**config.mk**
```make
export PLATFORM = sky130hd
export DESIGN_NAME = scl180_user_id_reg
export DESIGN_NICKNAME = d
export VERILOG_FILES = /design/src/rtl/scl180_id_pkg.sv /design/src/rtl/scl180_id_serializer.sv /design/src/rtl/scl180_user_id_reg.sv
export SDC_FILE = /design/constraint.sdc
export NUM_CORES = 1
export LEC_CHECK = 0
export CAP_MARGIN = 20
export CORE_ASPECT_RATIO = 1.1
export CORE_MARGIN = 4
export CORE_UTILIZATION = 45
export DETAILED_ROUTE_END_ITERATION = 8
export GPL_TIMING_DRIVEN = 0
export PLACE_DENSITY_LB_ADDON = 0.12
export SYNTH_ARGS = -nofsm -noshare
export SYNTH_HDL_FRONTEND = slang
export SYNTH_HIERARCHICAL = 1
export SYNTH_SLANG_ARGS = --single-unit
```
**constraint.sdc**
```tcl
create_clock -name clk -period 3.2 [get_ports clk]
set_input_delay 0.48 -clock clk [delete_from_list [all_inputs] [get_ports clk]]
set_output_delay 0.48 -clock clk [all_outputs]
set_load 0.01 [all_outputs]
```
**src/rtl/scl180_id_pkg.sv**
```systemverilog
// Shared types and constants for the SCL180 user-ID register and its serializer.
// Holds the readout state encoding, the default tie-off ID and the width check.
package scl180_id_pkg;

    typedef enum logic [1:0] {
        IDLE  = 2'd0,
        SHIFT = 2'd1,
        DONE  = 2'd2
    } ser_state_e;

    localparam logic [63:0] DEFAULT_ID = 64'h0;

    function automatic bit width_ok(input int width);
        return (width >= 2) && (width <= 64);
    endfunction

endpackage

```
**src/rtl/scl180_id_serializer.sv**
```systemverilog
// Streams a snapshot of the ID one bit per cycle, framed by busy/sdo_valid/rd_done.
// All outputs are registered; the snapshot decouples the stream from later overrides.
module scl180_id_serializer
    import scl180_id_pkg::*;
#(
    parameter int WIDTH     = 32,
    parameter bit LSB_FIRST = 1'b1
) (
    input  logic             clk,
    input  logic             resetn,
    input  logic [WIDTH-1:0] id,
    input  logic             rd_req,
    output logic             busy,
    output logic             sdo,
    output logic             sdo_valid,
    output logic             rd_done
);

    localparam int              CNT_W = $clog2(WIDTH);
    localparam logic [CNT_W-1:0] LAST = CNT_W'(WIDTH - 1);

    ser_state_e       state_q, state_d;
    logic [WIDTH-1:0] snap_q, snap_d;
    logic [CNT_W-1:0] cnt_q, cnt_d;
    logic             busy_d, sdo_d, valid_d, done_d;

    function automatic logic pick(input logic [WIDTH-1:0] v, input logic [CNT_W-1:0] c);
        return LSB_FIRST ? v[c] : v[LAST - c];
    endfunction

    // NOTE: combinational logic uses blocking '=' and assigns every output a default first,
    // so no latch is inferred and later statements can read values set earlier (cnt_d below).
    always_comb begin
        state_d = state_q;
        snap_d  = snap_q;
        cnt_d   = cnt_q;
        busy_d  = 1'b0;
        sdo_d   = 1'b0;
        valid_d = 1'b0;
        done_d  = 1'b0;
        case (state_q)
            IDLE: begin
                if (rd_req) begin
                    state_d = SHIFT;
                    snap_d  = id;
                    cnt_d   = '0;
                    busy_d  = 1'b1;
                    valid_d = 1'b1;
                    sdo_d   = pick(id, '0);
                end
            end
            SHIFT: begin
                busy_d = 1'b1;
                if (cnt_q == LAST) begin
                    state_d = DONE;
                    done_d  = 1'b1;
                end else begin
                    cnt_d   = cnt_q + 1'b1;
                    valid_d = 1'b1;
                    sdo_d   = pick(snap_q, cnt_d);
                end
            end
            DONE:    state_d = IDLE;
            default: state_d = IDLE;
        endcase
    end

    // NOTE: sequential state uses non-blocking '<=' so every flop samples pre-edge values.
    always_ff @(posedge clk or negedge resetn) begin
        if (!resetn) begin
            state_q   <= IDLE;
            snap_q    <= '0;
            cnt_q     <= '0;
            busy      <= 1'b0;
            sdo       <= 1'b0;
            sdo_valid <= 1'b0;
            rd_done   <= 1'b0;
        end else begin
            state_q   <= state_d;
            snap_q    <= snap_d;
            cnt_q     <= cnt_d;
            busy      <= busy_d;
            sdo       <= sdo_d;
            sdo_valid <= valid_d;
            rd_done   <= done_d;
        end
    end

endmodule

```
**src/rtl/scl180_user_id_reg.sv**
```systemverilog
// Programmable user-ID register: reset-loaded ID, firmware override gated by a sticky lock,
// parallel output and on-request serial readout through scl180_id_serializer.
module scl180_user_id_reg
    import scl180_id_pkg::*;
#(
    parameter int               WIDTH     = 32,
    parameter logic [WIDTH-1:0] ID_VALUE  = WIDTH'(DEFAULT_ID),
    parameter bit               LSB_FIRST = 1'b1
) (
    input  logic             clk,
    input  logic             resetn,
    output logic [WIDTH-1:0] id_out,
    input  logic             rd_req,
    output logic             busy,
    output logic             sdo,
    output logic             sdo_valid,
    output logic             rd_done,
    input  logic             ovr_we,
    input  logic [WIDTH-1:0] ovr_data,
    input  logic             lock,
    output logic             locked
);

    if (!width_ok(WIDTH)) begin : g_bad_width
        $error("scl180_user_id_reg: WIDTH must be in 2..64");
    end

    logic [WIDTH-1:0] id_reg;

    // A write in the same cycle as lock still lands: the gate looks at the old locked value.
    always_ff @(posedge clk or negedge resetn) begin
        if (!resetn) begin
            id_reg <= ID_VALUE;
            locked <= 1'b0;
        end else begin
            if (ovr_we && !locked) id_reg <= ovr_data;
            if (lock)              locked <= 1'b1;
        end
    end

    assign id_out = id_reg;

    scl180_id_serializer #(
        .WIDTH     (WIDTH),
        .LSB_FIRST (LSB_FIRST)
    ) u_ser (
        .clk       (clk),
        .resetn    (resetn),
        .id        (id_reg),
        .rd_req    (rd_req),
        .busy      (busy),
        .sdo       (sdo),
        .sdo_valid (sdo_valid),
        .rd_done   (rd_done)
    );

endmodule

```
## After elaboration in Yosys (flattened, before gate mapping)

Index checks and enable logic that the tools add are counted.

- Register bits after elaboration: 76
- Input bits: 37
- Word-level logic and storage cells: 40

- Add/sub/neg operators: 1
- Magnitude comparators: 1
- Equal/unequal tests: 5
- Multiplexer cells: 17
- Reductions and logical operators: 7

Operator list:

| kind | count |
|---|---|
| $mux W5 | 2 |
| $pmux W5 S2 | 1 |
| $mux W1 | 7 |
| $lt A5 B6 Y1 const B | 1 |
| $pmux W1 S2 | 3 |
| $add A5 B1 Y5 const B | 1 |
| $bmux W1 S5 | 1 |
| $eq A5 B5 Y1 const B | 1 |
| $mux W2 | 2 |
| $ne A2 B2 Y1 const B | 2 |
| $pmux W2 S2 | 1 |
| $reduce_and A2 Y1 | 2 |
| $reduce_and A3 Y1 | 1 |
| $eq A2 B1 Y1 const B | 1 |
| $logic_not A2 Y1 | 1 |
| $ne A2 B1 Y1 const B | 1 |
| $reduce_bool A2 Y1 | 1 |
| $logic_and A1 B1 Y1 | 1 |
| $logic_not A1 Y1 | 1 |

## Logic depth before layout (Yosys ltp)

Gate-level depths: netlist (run 1).

- Word-level depth: 5
- Gate-level depth with buffers: 7

## Hierarchy

Netlist (run 1), hierarchy kept.

Modules (own cells, without submodules):

| module | times used | cells an instance | area each (µm²) | sequential area each (µm²) |
|---|---|---|---|---|
| scl180_id_serializer | 1 | 129 | 1,944.4 | 1,076.0 |
| scl180_user_id_reg | 1 | 71 | 1,382.6 | 825.8 |

## Least setup slack after synthesis (run 1)

No wires, ideal clock.

- Path type: register to register
- From: reg u_ser.cnt_q[0]
- To: reg u_ser.sdo
- Arrival time: 1.656 ns
- Setup slack: 1.419 ns
- Cell stages (with the launch flop): 7
- Path buffers: 1
- Period minus slack after synthesis: 1.781 ns
- Cell sequence: dfrtp_1 -> ha_1 -> clkbuf_8 -> mux4_2 -> mux2_4 -> o31ai_2 -> o21ai_1

- Word-level cells in the longest chain between the ends: 5
- Elaborated cells on any way between the ends: 6
- Those cells by class: add/sub: 1; eq/ne: 1; mux: 4

RTL lines:

| item | line | RTL |
|---|---|---|
| from (decl) | scl180_id_serializer.sv:24 | `logic [CNT_W-1:0] cnt_q, cnt_d;` |
| from (signal assigned) | scl180_id_serializer.sv:81 | `cnt_q <= cnt_d;` |
| $add A5 B1 Y5 | scl180_id_serializer.sv:58 | `cnt_d = cnt_q + 1'b1;` |
| $bmux W1 S5 | scl180_id_serializer.sv:28 | `return LSB_FIRST ? v[c] : v[LAST - c];` |
| $mux W1 (not written as such) | scl180_id_serializer.sv:28 |  |
| $mux W1 (*) | scl180_id_serializer.sv:54 | `if (cnt_q == LAST) begin` |
| $pmux W1 S2 (*) | scl180_id_serializer.sv:41 | `case (state_q)` |
| net u_ser.sdo_d | scl180_id_serializer.sv:25 | `logic busy_d, sdo_d, valid_d, done_d;` |
| to (signal assigned) | scl180_id_serializer.sv:83 | `sdo <= sdo_d;` |
| to (decl) | scl180_id_serializer.sv:14 | `output logic sdo,` |

Mark *: on every way through the listed nets, which the timed path passes. The rest lies on a longest branch. The select of a mux whose other input is x is not followed.
A chain may end at the register's enable or synchronous reset.

## Worst setup path in the final report (run 1)

- From: reg u_ser.cnt_q[0]
- To: reg u_ser.cnt_q[2]

- Word-level cells in the longest chain between the ends: 3
- Elaborated cells on any way between the ends: 6
- Those cells by class: add/sub: 1; eq/ne: 2; mux: 2; reduce/logical: 1

RTL lines:

| item | line |
|---|---|
| $add A5 B1 Y5 / $eq A5 B5 Y1 (equally long branches) | scl180_id_serializer.sv:58, scl180_id_serializer.sv:54 |
| $mux W5 / $ne A2 B2 Y1 (equally long branches) | - |
| $pmux W5 S2 / $reduce_and A3 Y1 (equally long branches) | - |

Several ways; a longest one is shown, not always the timed one. The select of a mux whose other input is x is not followed.

==> results of run 1 <==
==> kinds of logic after synthesis <==
| family | Yosys count | share of synthesized area [%] |
|---|---|---|
| XOR/XNOR | 2 | 0.527 |
| buffers and inverters | 12 | 3.69 |
| AO/OA/AOI/OAI | 9 | 1.69 |
| multiplexers | 75 | 32.3 |
| flip-flops | 76 | 57.2 |
| adder cells (fa/ha/maj) | 2 | 0.752 |
| AND/OR/NAND/NOR | 24 | 3.91 |
==> worst max path at each step <==
stage               slack, ps              end  cells past startpoint
finish                   1170   u_ser/cnt_q[2]                      7
global route              960   u_ser/cnt_q[2]                      7
CTS                      1180   u_ser/cnt_q[2]                      7
detailed placement        890  u_ser/snap_q[5]                      4
global placement        -1020           locked                      1
floorplan                1420        u_ser/sdo                      6
==> flip-flops by register name, indices dropped and copies added (netlist names) <==
signal	flops
u_ser/state_q	2
u_ser/cnt_q	5
u_ser/busy	1
id_out	32
locked	1
u_ser/snap_q	32
u_ser/sdo	1
u_ser/rd_done	1
u_ser/sdo_valid	1
==> placed cells by master, fill, tap and decap left out, types with 2 or more instances in the layout <==
cell                              synthesis  final
sky130_fd_sc_hd__mux2_2                  33     33
sky130_fd_sc_hd__clkbuf_8                 1     10
sky130_fd_sc_hd__clkinvlp_4               0      2
sky130_fd_sc_hd__ha_1                     2      2
sky130_fd_sc_hd__dfrtp_1                 76     76
sky130_fd_sc_hd__nor2_1                   4      4
sky130_fd_sc_hd__nor2b_1                  3      3
sky130_fd_sc_hd__inv_1                    3      3
sky130_fd_sc_hd__mux2_4                  31     31
sky130_fd_sc_hd__mux4_1                   7      7
sky130_fd_sc_hd__buf_12                   3      3
sky130_fd_sc_hd__and2_1                   2      2
sky130_fd_sc_hd__bufinv_16                0      2
sky130_fd_sc_hd__nand3b_1                 2      2
sky130_fd_sc_hd__clkdlybuf4s50_1          0     72
sky130_fd_sc_hd__nand2_1                  6      6
sky130_fd_sc_hd__nand3_1                  3      3
sky130_fd_sc_hd__xor2_1                   2      2
sky130_fd_sc_hd__buf_6                    2      2
sky130_fd_sc_hd__buf_2                    3      3
sky130_fd_sc_hd__mux2i_1                  3      3
sky130_fd_sc_hd__o21ai_0                  6      6
==> power by group through the flow <==
stage / Combinational [mW] / Sequential (mW) / Clock, mW
floorplan: 0.778 / 1.39 / 0
global placement: 1.11 / 1.41 / 0
detailed placement: 1.14 / 1.42 / 0
CTS: 1.15 / 1.40 / 0.815
global route: 1.23 / 1.44 / 0.861
finish: 1.13 / 1.40 / 0.795
==> per-layer routing <==
metal  routed length, µm  GRT usage, %  up-vias
met1                2830          19.8      972
met2                3040          24.8       46
li1                    -             -      885
met4                 100          7.42        0
met5                   0             0        -
met3                 206          3.39        8
==> per-stage QoR <==
stage	utilization [%]	area, µm²	setup WS [ps]	TNS (ps)	power [mW]
3_5_place_dp	59.1	4190	891	0	2.56
3_3_place_gp	58.8	4160	-1020	-77050	2.52
5_1_grt	62.2	4410	957	0	3.53
4_1_cts	62.2	4410	1180	0	3.37
6_report	62.2	4410	1170	0	3.32
2_1_floorplan	-	3330	1420	0	2.17
==> final cells by class <==
class	count	area [µm²]	area share, %
Buffer	9	111	2.53
Clock buffer	10	128	2.90
Timing Repair Buffer	74	756	17.2
Tap cell	85	106	2.41
Sequential cell	76	1900	43.2
Multi-Input combinational cell	112	1300	29.6
Inverter	3	11.3	0.256
Clock inverter	6	88.8	2.02
==> flow_metrics.tcl, run 1 <==
set metrics [dict create \
    status "finished clean" \
    grt_antenna_before_repair 0 \
    worst_path_dominant_cell_family "simple AND/OR/NAND/NOR gates" \
    route.vias.total 1911 \
    worst_setup_slack_for_register_to_register_paths_ps 1170 \
    end_kind "flop" \
    final_layout_size_suffix_gt1_share_pct 32.4 \
    setup_viol_count_final 0 \
    vias_per_cell 5.10 \
    synth.yosys.seq_area_share_pct 57.2 \
    timing.critical_path.slowest_stage_cell "sky130_fd_sc_hd__dfrtp_1" \
    report.final.hold_viol_count 0 \
    detail_route.drc_violations 0 \
    worstPathArrival_ps 2240 \
    timing_worst_setup_path_type "flop to flop" \
    synth.lib_cells_used.distinct 27 \
    tritoncts "done" \
    power.share.combinational_pct 34.0 \
    achievable-frequency_ghz 0.493 \
    synthMostInstantiatedCell "sky130_fd_sc_hd__dfrtp_1" \
    largest_net_degree_at_the_start_of_global_routing 45 \
    switchingPower_uw 946 \
    flow.area_growth_from_synthesis_pct 32.4 \
    cts.repair.resized 0 \
    crit_buf_inv 0 \
    clock_path_buffers 2 \
    clkSinkCount 76 \
    fillCellCount 553 \
    syn_inst 200 \
    synth-main-ff-cell "sky130_fd_sc_hd__dfrtp_1" \
    power_switching_share_pct 28.5 \
    finalClockSkew_ps 8.45 \
    clk_root_buffer_cell "sky130_fd_sc_hd__clkbuf_8" \
    slew_headroom_pct 61.3 \
    min_path_type "input port to async pin" \
    timing_max_transition_violations_final 0 \
    ordered_list_of_cells_on_the_worst_path "ha_1 -> and3_1 -> ha_1 -> nor2b_1 -> nor2_1 -> o21ai_0 -> o21ai_0" \
    initial_utilization_pct 46.9 \
    worst_setup_hold_path_clk_slew_ps 80 \
    synth_largest_area_cell "sky130_fd_sc_hd__dfrtp_1" \
    final_antenna_net_count 0 \
    power.static_leakage_nw 1.94 \
    count_of_antenna_diodes_in_the_layout 0 \
    syn_area_mm2 0.00333 \
    final_instance_count_without_filler_cells 375 \
    worst_hold_slack_ps 69.8 \
    critPathMaxFanout 8 \
    worst_setup_path_startpoint "u_ser/cnt_q[0]" \
    peak_supply_drop_mv 0.282 \
    hpwlAfterDp_um 4410 \
    layout.nets 324 \
    fp.dieH_um 98.2 \
    io_buffers 73 \
    layout_worst_path_cycle_share_pct 63.3 \
    synthesis.yosys.warnings 6 \
    core.rowCount 32 \
    net_count_after_synthesis 239 \
    cts_buffers 9 \
    num_io_pins 74 \
    critical_path.startpoint_type "flop" \
    floorplan.die_area_mm2 0.00883 \
    ranking_of_synthesized_cells_by_area "sky130_fd_sc_hd__dfrtp_1 57%, sky130_fd_sc_hd__mux2_4 14%, sky130_fd_sc_hd__mux2_2 11%" \
    cp_required_ps 3420 \
    grt_usage_pct 15.4 \
    post_cts_buffers 0 \
    drt_pass1_iterations 5 \
    insertion_delay_to_the_later_sink_of_the_worst_skew_pair_ps 340 \
    p_clk_share_pct 23.9 \
    drt_iter0_markers 60 \
    synth.cells.most_frequent "76 x sky130_fd_sc_hd__dfrtp_1, 33 x sky130_fd_sc_hd__mux2_2, 31 x sky130_fd_sc_hd__mux2_4" \
    reg2reg_to "u_ser/cnt_q[2]" \
    count_of_flip_flops_with_a_built_in_enable_after_synthesis 0 \
    aggregate_routed_wire_length_um 6180 \
    synth_top_area_share_pct 57.2 \
    rsz0062_at_grt "false" \
    pwr-share-seq_pct 42.0 \
    critical-path-max-stage-delay_ps 430 \
    synth_async_sr_flop_share_pct 100 \
    hold_buf_cts 0 \
    final.min_clock_period_ps 2030 \
    fp.coreArea_mm2 0.00709 \
    max_cap_violations 0 \
    r2r_start "u_ser/cnt_q[0]" \
    postSynthRegisterBits 76 \
    worst_max_slew_pin_slew_ps 579 \
    power_per_cell_area_mw_per_mm2 754 \
    h-tree-depth 3 \
    reg2reg_depth 7 \
    grt_pass1_vias 2141 \
    postSynthAreaPerCell_um2 16.6 \
    wire_length_of_the_first_global_routing_pass_um 10700 \
    p_int_mw 2.38 \
    dpl.cell_count 359 \
    die_width_um 90.0 \
    congestion_overflow_gr 0 \
    routedWlPerCell_um 16.5 \
    place.gp.congestion 0.757 \
]
(Power assumes the default switching activity.)
==> inputs of run 2 (changes only) <==
==> constraint.sdc (replaced) <==
create_clock -name clk -period 2 [get_ports clk]
set_input_delay 0.3 -clock clk [delete_from_list [all_inputs] [get_ports clk]]
set_output_delay 0.3 -clock clk [all_outputs]
set_load 0.01 [all_outputs]
==> run 2 against run 1 <==
Flip-flop and latch count stayed put. Combinational power increased by 65%. Wire length up 0.99%. Cell count grew 0.80%. Critical path depth fell by 1. Die area unchanged. Highest routed layer unchanged.
==> flow_metrics.tcl, run 2 (synthesized netlist as in run 1, its figures left out) <==
set metrics [dict create \
    flow.area_growth_from_synthesis_pct 33.7 \
    peak_supply_drop_mv 0.450 \
    min_path_type "input port to async pin" \
    grt_usage_pct 15.4 \
    report.final.hold_viol_count 0 \
    final_instance_count_without_filler_cells 378 \
    critPathMaxFanout 9 \
    floorplan.die_area_mm2 0.00883 \
    ordered_list_of_cells_on_the_worst_path "ha_1 -> clkbuf_8 -> mux4_1 -> mux2_4 -> o31ai_2 -> o21ai_1" \
    worstPathArrival_ps 2150 \
    worst_max_slew_pin_slew_ps 546 \
    finalClockSkew_ps 7.24 \
    final_antenna_net_count 0 \
    layout_worst_path_cycle_share_pct 96.4 \
    worst_setup_path_startpoint "u_ser/cnt_q[0]" \
    grt_pass1_vias 2144 \
    route.vias.total 1921 \
    rsz0062_at_grt "false" \
    num_io_pins 74 \
    core.rowCount 32 \
    post-place-ws_ps -129 \
    count_of_antenna_diodes_in_the_layout 0 \
    power_per_cell_area_mw_per_mm2 1210 \
    worst_hold_slack_ps 438 \
    achievable-frequency_ghz 0.518 \
    aggregate_routed_wire_length_um 6240 \
    layout.nets 327 \
    die_width_um 90.0 \
    fp.coreArea_mm2 0.00709 \
    drt_pass1_iterations 4 \
    initial_utilization_pct 46.9 \
    timing.critical_path.slowest_stage_cell "sky130_fd_sc_hd__dfrtp_1" \
    power.static_leakage_nw 1.96 \
    critical_path.startpoint_type "flop" \
    insertion_delay_to_the_later_sink_of_the_worst_skew_pair_ps 340 \
    final_cell_mix "76 x sky130_fd_sc_hd__dfrtp_1, 72 x sky130_fd_sc_hd__clkdlybuf4s50_1, 33 x sky130_fd_sc_hd__mux2_2" \
    clock_path_buffers 2 \
    place.gp.congestion 0.757 \
    io_buffers 73 \
    largest_net_degree_at_the_start_of_global_routing 45 \
    cts_buffers 9 \
    layout_setup_ws_ps 71.0 \
    final.min_clock_period_ps 1930 \
    grt_antenna_before_repair 0 \
    r2r_start "u_ser/cnt_q[0]" \
    routedWlPerCell_um 16.5 \
    final_layout_size_suffix_gt1_share_pct 33.8 \
    layout_commonest_cell "sky130_fd_sc_hd__dfrtp_1" \
    h-tree-depth 3 \
    detail_route.drc_violations 0 \
    setup_viol_count_final 0 \
    crit_buf_inv 1 \
    clkSinkCount 76 \
    worst_setup_hold_path_clk_slew_ps 80 \
    critical-path-max-stage-delay_ps 420 \
    wire_length_of_the_first_global_routing_pass_um 10700 \
    end_kind "flop" \
    cp_required_ps 2220 \
    clk_root_buffer_cell "sky130_fd_sc_hd__clkbuf_8" \
    vias_per_cell 5.08 \
    congestion_overflow_gr 0 \
    max_cap_violations 0 \
    tritoncts "done" \
    timing_worst_setup_path_type "flop to flop" \
    worst_path_dominant_cell_family "multiplexers" \
    hpwlAfterDp_um 4410 \
    fp.dieH_um 98.2 \
    dpl.cell_count 359 \
    timing_max_transition_violations_final 0 \
    slew_headroom_pct 63.4 \
    status "finished clean" \
    drt_iter0_markers 55 \
    worst_setup_slack_for_register_to_register_paths_ps 70 \
]
## run 2: repair_timing
item / CTS / global route
hold buffers: 1 / 0
setup buffers: 0 / 2
gates resized for setup: 1 / 3
endpoints found under the hold margin: 32 / 0
setup endpoints to repair: 1 / 4
## run 2: metrics by stage
| stage | TNS, ps | util, % | power [mW] | area, µm² |
|---|---|---|---|---|
| 3_3_place_gp | -157090 | 58.8 | 4.03 | 4160 |
| 6_report | 0 | 62.8 | 5.37 | 4450 |
| 5_1_grt | 0 | 62.8 | 5.70 | 4450 |
| 4_1_cts | 0 | 62.3 | 5.39 | 4420 |
| 2_1_floorplan | 0 | - | 3.48 | 3330 |
| 3_5_place_dp | -2760 | 59.1 | 4.10 | 4190 |
## run 2: path summary, 6_finish.rpt
kind	endpoint	cells after the start
max in group asynchronous	u_ser/snap_q[0]	3
worst min-delay path	id_out[9]	2
min in group clk	u_ser/busy	1
worst max-delay path	u_ser/sdo	6
worst max register to register	u_ser/sdo	6
worst min register to register	u_ser/busy	1
## run 2: worst reg2reg max path, delay by kind of cell (launching register included)
kind	cells	cell delay, ps
buffers and inverters	1	170
flip-flops	1	420
multiplexers	2	610
AO/OA/AOI/OAI	2	330
adder cells (fa/ha/maj)	1	300
## run 2: final cells by class
class / count / area [µm²]
buffer: 9 / 111
clock inverter: 6 / 88.8
multi-input combinational: 112 / 1320
inverter: 3 / 11.3
fill: 544 / 2640
clock buffer: 10 / 128
sequential: 76 / 1900
tap: 85 / 106
timing repair buffer: 77 / 781
## run 2: layer usage
metal	track usage, %	wire, µm
met1	19.6	2820
met2	24.9	3110
met3	3.47	219
met4	7.42	100
met5	0	0
## run 2: where the power goes
group	internal, mW	total (mW)	switching [mW]
combinational	1.15	1.87	0.713
clock	0.703	1.27	0.567
sequential	1.98	2.24	0.254
